`src/rtl/shifter_pkg.sv`:
```
// Shared constants and elaboration helpers for the pipelined barrel shifter.
// Optional sticky support is selected with the PIPE_SHIFTER_STICKY_EN macro.
package shifter_pkg;

    localparam logic SHIFT_LEFT  = 1'b1;
    localparam logic SHIFT_RIGHT = 1'b0;

    // Level index after which pipeline register j (1..stages) sits.
    function automatic int stage_boundary(input int j, input int ewr, input int stages);
        return (j * ewr + stages - 1) / stages - 1;
    endfunction

    // Register number placed after the given level, or 0 when the level is purely combinational.
    function automatic int stage_index(input int level, input int ewr, input int stages);
        int idx;
        idx = 0;
        for (int j = 1; j <= stages; j++) begin
            if (stage_boundary(j, ewr, stages) == level) idx = j;
        end
        return idx;
    endfunction

    // Stage payload: data, sticky, direction, fill bit and remaining shift amount.
    function automatic int payload_width(input int swr, input int ewr);
        return swr + 3 + ewr;
    endfunction

endpackage

```
`src/rtl/shifter_mux_level.sv`:
```
// One barrel-shifter level: conditionally shifts by 2^LEVEL in either direction.
// With PIPE_SHIFTER_STICKY_EN it also ORs the original data bits dropped by a right shift.
module shifter_mux_level
    import shifter_pkg::*;
#(
    parameter int SWR   = 26,
`ifdef PIPE_SHIFTER_STICKY_EN
    parameter int EWR   = 5,
`endif
    parameter int LEVEL = 0
) (
    input  logic [SWR-1:0] data_in,
    input  logic           sel,
    input  logic           dir,
    input  logic           fill,
`ifdef PIPE_SHIFTER_STICKY_EN
    input  logic [EWR-1:0] done,
    input  logic           sticky_in,
    output logic           sticky_out,
`endif
    output logic [SWR-1:0] data_out
);

    localparam int             SH   = 2 ** LEVEL;
    localparam logic [SWR-1:0] ONES = '1;

    always_comb begin
        data_out = data_in;
        if (sel) begin
            if (dir == SHIFT_LEFT) begin
                data_out = data_in << SH;
            end else begin
                data_out = (data_in >> SH) | (fill ? ~(ONES >> SH) : '0);
            end
        end
    end

`ifdef PIPE_SHIFTER_STICKY_EN
    // Bits at or above SWR-done are fill inserted by earlier levels, not original data.
    assign sticky_out = sticky_in
                      | (sel && (dir == SHIFT_RIGHT)
                         && (|(data_in & ~(ONES << SH) & (ONES >> done))));
`endif

endmodule

```
`src/rtl/pipelined_barrel_shifter.sv`:
```
// Pipelined barrel shifter with valid/ready flow control and programmable right-shift fill.
// Define PIPE_SHIFTER_STICKY_EN to build the sticky-bit path and its pipeline flops.
module pipelined_barrel_shifter
    import shifter_pkg::*;
#(
    parameter int SWR    = 26,
    parameter int EWR    = 5,
    parameter int STAGES = 2
) (
    input  logic           clk,
    input  logic           rst,
    input  logic           load_i,
    output logic           ready_o,
    input  logic [EWR-1:0] Shift_Value_i,
    input  logic [SWR-1:0] Shift_Data_i,
    input  logic           Left_Right_i,
    input  logic           Bit_Shift_i,
    output logic           valid_o,
    input  logic           ready_i,
    output logic [SWR-1:0] N_mant_o,
    output logic           Sticky_o
);

    // Handshake: an item moves on a rising edge when valid and ready are both high.
    // The whole pipe advances together; it holds when the output is valid and not taken.
    logic adv;
    assign adv     = !valid_o || ready_i;
    assign ready_o = adv;

    for (genvar k = 0; k < EWR; k++) begin : g_lvl
        localparam int REG_IDX  = stage_index(k, EWR, STAGES);
        localparam int PREV_IDX = (k == 0) ? 0 : stage_index(k - 1, EWR, STAGES);

        logic [SWR-1:0]   d_in;
        logic [SWR-1:0]   d_out;
        logic             dir;
        logic             fill;
        logic             v_in;
        logic [EWR-1-k:0] rem;
`ifdef PIPE_SHIFTER_STICKY_EN
        logic [EWR-1:0]   done;
        logic             s_in;
        logic             s_out;
`endif

        if (k == 0) begin : g_src
            assign d_in = Shift_Data_i;
            assign dir  = Left_Right_i;
            assign fill = Bit_Shift_i;
            assign rem  = Shift_Value_i;
            assign v_in = load_i;
`ifdef PIPE_SHIFTER_STICKY_EN
            assign done = '0;
            assign s_in = 1'b0;
`endif
        end else if (PREV_IDX != 0) begin : g_from_reg
            assign d_in = g_lvl[k-1].g_reg.data_q;
            assign dir  = g_lvl[k-1].g_reg.g_fwd.dir_q;
            assign fill = g_lvl[k-1].g_reg.g_fwd.fill_q;
            assign rem  = g_lvl[k-1].g_reg.g_fwd.rem_q;
            assign v_in = g_lvl[k-1].g_reg.v_q;
`ifdef PIPE_SHIFTER_STICKY_EN
            assign done = g_lvl[k-1].g_reg.g_fwd.done_q;
            assign s_in = g_lvl[k-1].g_reg.sticky_q;
`endif
        end else begin : g_from_comb
            assign d_in = g_lvl[k-1].d_out;
            assign dir  = g_lvl[k-1].dir;
            assign fill = g_lvl[k-1].fill;
            assign rem  = g_lvl[k-1].rem[EWR-k:1];
            assign v_in = g_lvl[k-1].v_in;
`ifdef PIPE_SHIFTER_STICKY_EN
            assign done = g_lvl[k-1].done | (EWR'(g_lvl[k-1].rem[0]) << (k - 1));
            assign s_in = g_lvl[k-1].s_out;
`endif
        end

        shifter_mux_level #(
            .SWR   (SWR),
`ifdef PIPE_SHIFTER_STICKY_EN
            .EWR   (EWR),
`endif
            .LEVEL (k)
        ) u_mux (
            .data_in    (d_in),
            .sel        (rem[0]),
            .dir        (dir),
            .fill       (fill),
`ifdef PIPE_SHIFTER_STICKY_EN
            .done       (done),
            .sticky_in  (s_in),
            .sticky_out (s_out),
`endif
            .data_out   (d_out)
        );

        if (REG_IDX != 0) begin : g_reg
            logic [SWR-1:0] data_q;
            logic           v_q;

            always_ff @(posedge clk or negedge rst) begin
                if (!rst) begin
                    data_q <= '0;
                    v_q    <= 1'b0;
                end else if (adv) begin
                    data_q <= d_out;
                    v_q    <= v_in;
                end
            end

`ifdef PIPE_SHIFTER_STICKY_EN
            logic sticky_q;
            always_ff @(posedge clk or negedge rst) begin
                if (!rst)     sticky_q <= 1'b0;
                else if (adv) sticky_q <= s_out;
            end
`endif

            // Control fields only travel on to later levels; the last register carries results.
            if (k < EWR - 1) begin : g_fwd
                logic             dir_q;
                logic             fill_q;
                logic [EWR-2-k:0] rem_q;
`ifdef PIPE_SHIFTER_STICKY_EN
                logic [EWR-1:0]   done_q;
                always_ff @(posedge clk or negedge rst) begin
                    if (!rst)     done_q <= '0;
                    else if (adv) done_q <= done | (EWR'(rem[0]) << k);
                end
`endif
                always_ff @(posedge clk or negedge rst) begin
                    if (!rst) begin
                        dir_q  <= 1'b0;
                        fill_q <= 1'b0;
                        rem_q  <= '0;
                    end else if (adv) begin
                        dir_q  <= dir;
                        fill_q <= fill;
                        rem_q  <= rem[EWR-1-k:1];
                    end
                end
            end
        end
    end

    assign valid_o  = g_lvl[EWR-1].g_reg.v_q;
    assign N_mant_o = g_lvl[EWR-1].g_reg.data_q;
`ifdef PIPE_SHIFTER_STICKY_EN
    assign Sticky_o = g_lvl[EWR-1].g_reg.sticky_q;
`else
    assign Sticky_o = 1'b0;
`endif

endmodule

```
`config.mk`:
```
export PLATFORM = sky130hd
export DESIGN_NAME = pipelined_barrel_shifter
export DESIGN_NICKNAME = d
export VERILOG_FILES = /design/src/rtl/shifter_pkg.sv /design/src/rtl/shifter_mux_level.sv /design/src/rtl/pipelined_barrel_shifter.sv
export SDC_FILE = /design/constraint.sdc
export NUM_CORES = 1
export LEC_CHECK = 0
export BUFFER_PORTS_ARGS = -buffer_cell sky130_fd_sc_hd__buf_2
export CORE_MARGIN = 1
export CORE_UTILIZATION = 55
export CTS_BUF_LIST = sky130_fd_sc_hd__clkbuf_4 sky130_fd_sc_hd__clkbuf_8 sky130_fd_sc_hd__clkbuf_16
export CTS_CLUSTER_SIZE = 28
export DETAILED_ROUTE_END_ITERATION = 10
export MAX_ROUTING_LAYER = met4
export PLACE_DENSITY = 0.74
export SETUP_SLACK_MARGIN = 0.5
export SYNTH_ARGS = -nofsm -noshare
export SYNTH_HDL_FRONTEND = slang
export SYNTH_SLANG_ARGS = --single-unit
```
`constraint.sdc`:
```
create_clock -name clk -period 3.2 [get_ports clk]
set_input_delay 0.16 -clock clk [delete_from_list [all_inputs] [get_ports clk]]
set_output_delay 0.16 -clock clk [all_outputs]
set_load 0.005 [all_outputs]
```
==> reports/qor.txt <==
Status: complete, but fails checks
Failing checks: design-rule violations
Final-stage net count: 674
Crit Path Class: reg2reg
Via Count: 4967
Post-CTS sizing: 0
Post-CTS setup buffers: 0
Vias/cell: 6.623
Placer Congestion: 0.9277
Commonest non-fill, non-tap cells in the layout: 75 x nor2_1, 63 x buf_2, 61 x mux2i_1, 61 x nand2_1, 58 x dfrtp_1
Initial DRT Pass Iterations: 8
H-tree depth: 3
Max Clock Skew: 0.007345 ns
Fin Setup TNS: 0 ns
Asr flop ratio synth: 100.0%
Endpoints failing setup: 0
Critical Path Fanout Max: 29
Most common cell after layout, fill and taps aside: nor2_1
Reg2reg start: g_lvl[2].g_reg.g_fwd.rem_q[1]
P&R area growth vs syn: 9.428%
DRC errors left: 16
WL/cell: 19.51 um
P_leak: 2.393 nW
Core ar.: 8806 um^2
R2R depth: 4
DIE WIDTH: 97.63 um
Tmin final: 2.082 ns
Hold path start: load_i
# diodes: 0
Vias in the first global route: 4697
Final ANT Viol Nets: 0
Total wire length: 14630 um
Effective utilization at floorplan: 57.12%
Worst hold path type: in2reg
IO Count: 66
Largest net degree at the start of global routing: 107
Post-synth EDFFs: 0
WP data arrival: 2.33 ns
CTS root buf: clkbuf_8
Die Y: 97.63 um
Initial antenna violation count: 0
Sequential fraction of the synthesis area: 28.86%
Die area: 9532 um^2
Worst skew pair latency: 0.34 ns
Slew @ Worst Pin: 0.9115 ns
Tot Pwr: 2.777 mW
Row cnt: 34
Max-slew headroom: 39.23%
CP Launch Point: g_lvl[2].g_reg.g_fwd.rem_q[1]
Max cap viols: 0
PortBufs: 64
Gr ovfl total: 0
Post-synth net total: 645
Clock sink total: 58
Pwr Density: 504.6 nW/um^2
Cells after Synth: 608
Synthesized cell area: 5030 um^2
Total global routing track utilization: 32.83%
WHS: 0.02688 ns
Seq cells post-synth: 58
Slowest stage delay, CP: 0.94 ns
Layout cells sized above 1: 19.47%
RSZ-0062 raised after global routing: no
Cells along the critical path: nand2_1 -> nor2_1 -> a21oi_1 -> a21oi_1
Tcrit/Tclk final: 65.06%
Worst EP required: 3.45 ns
CTS buffer count: 9
Synth warnings: 0
CTS tree: yes
Area contributors post-synth: dfrtp_1 29%, mux2i_1 12%, nor2_1 5.6%
Main flop type after synthesis: dfrtp_1
CP Launch Type: register
Final hold viol count: 0
First-pass GRT wire length: 24230 um
Post-synthesis cell type count: 57
Worst hold path depth: 3
Max-slew violations: 0
Cell mode on critical path: a21oi_1
CTS max path bufs: 2
Detailed Route Iter0 Violations: 484
Mean Syn Cell Area: 8.273 um^2
CP max stage cell: dfrtp_1
Fmax: 480.3 MHz
Post-layout util: 62.50%
Share of the synthesized area in the top cell type: 28.86%
DP Wirelength: 10630 um
Clock-pin slew on the worst setup and hold paths: 0.06 ns
Worst setup EP type: register
Worst vdd ir: 205.3 uV
Area leader, netlist: dfrtp_1
[final cells by class]
| type | count | area, um^2 |
|---|---|---|
| Clock buffer | 11 | 145.1 |
| Timing Repair Buffer | 78 | 442.9 |
| Multi-Input combinational cell | 480 | 3214 |
| Sequential cell | 58 | 1451 |
| Clock inverter | 5 | 77.57 |
| Inverter | 10 | 37.54 |
| Tap cell | 108 | 135.1 |
| Fill cell | 789 | 3302 |
[cell families after synthesis]
| kind of cell | count (synthesis) | share of synthesized area, % |
|---|---|---|
| multiplexers | 81 | 18.71 |
| flip-flops | 58 | 28.86 |
| AO/OA/AOI/OAI | 235 | 31.74 |
| buffers and inverters | 70 | 7.288 |
| AND/OR/NAND/NOR | 163 | 13.33 |
| other | 1 | 0.07456 |
[flip-flops by register name, summed over array words and instances, names as in the netlist]
signal                    count
valid_o                       1
g_lvl.g_reg.g_fwd.rem_q       2
g_lvl.g_reg.g_fwd.fill_q      1
g_lvl.g_reg.g_fwd.dir_q       1
g_lvl.g_reg.data_q           26
g_lvl.g_reg.v_q               1
N_mant_o                     26
[final timing paths]
kind                                               end  slack (ns)
min                                 g_lvl[2].g_reg.v_q        0.03
min reg2reg                                N_mant_o[7]        0.47
max reg2reg                               N_mant_o[19]        1.12
max                                       N_mant_o[19]        1.12
min in group asynchronous  g_lvl[2].g_reg.g_fwd.fill_q        0.46
max in group asynchronous    g_lvl[2].g_reg.data_q[19]        1.94
[worst max-delay path, delay by kind of cell (launching register included)]
family / cells / cell delay [ns]
flops: 1 / 0.94
simple gates: 2 / 0.73
compound gates: 2 / 0.33
[report_power, final]
group | switching, mW | internal [mW] | total (mW)
clock | 0.296 | 0.466 | 0.762
combinational | 0.540 | 0.421 | 0.961
sequential | 0.156 | 0.898 | 1.05
[per-stage QoR]
stage               cell area [um^2]  worst slack [ns]  std cells
floorplan                       5030             1.724        608
global placement                5271             1.096        733
detailed placement              5271             1.031        733
CTS                             5504             1.138        750
global route                    5504            0.9450        750
finish                          5504             1.118        750
[synth_stat cells (11+ instances only)]
master and number:
a21oi_1 52, nor2_1 75, clkbuf_1 22, a211oi_1 20
o21ai_0 41, o21a_1 13, o22a_1 14, mux2i_1 61
o211ai_1 11, buf_2 21, dfrtp_1 58, o22ai_1 11
nand2_1 61
[repair_timing]
action,4_1_cts,5_1_grt
setup endpoints to repair,0,0
endpoints found under the hold margin,37,0
hold buffers,1,0
[per-layer routing]
layer	wire length [um]	share of wire [%]	vias to the layer above	GRT usage (%)
met5	0	0	-	-
met4	407	2.8	0	12.35
met3	1011	6.9	32	5.036
met2	6847	47	234	50.57
met1	6364	44	2381	43.75
li1	-	-	2320	-
No activity file was read; power rests on OpenSTA's default activity.
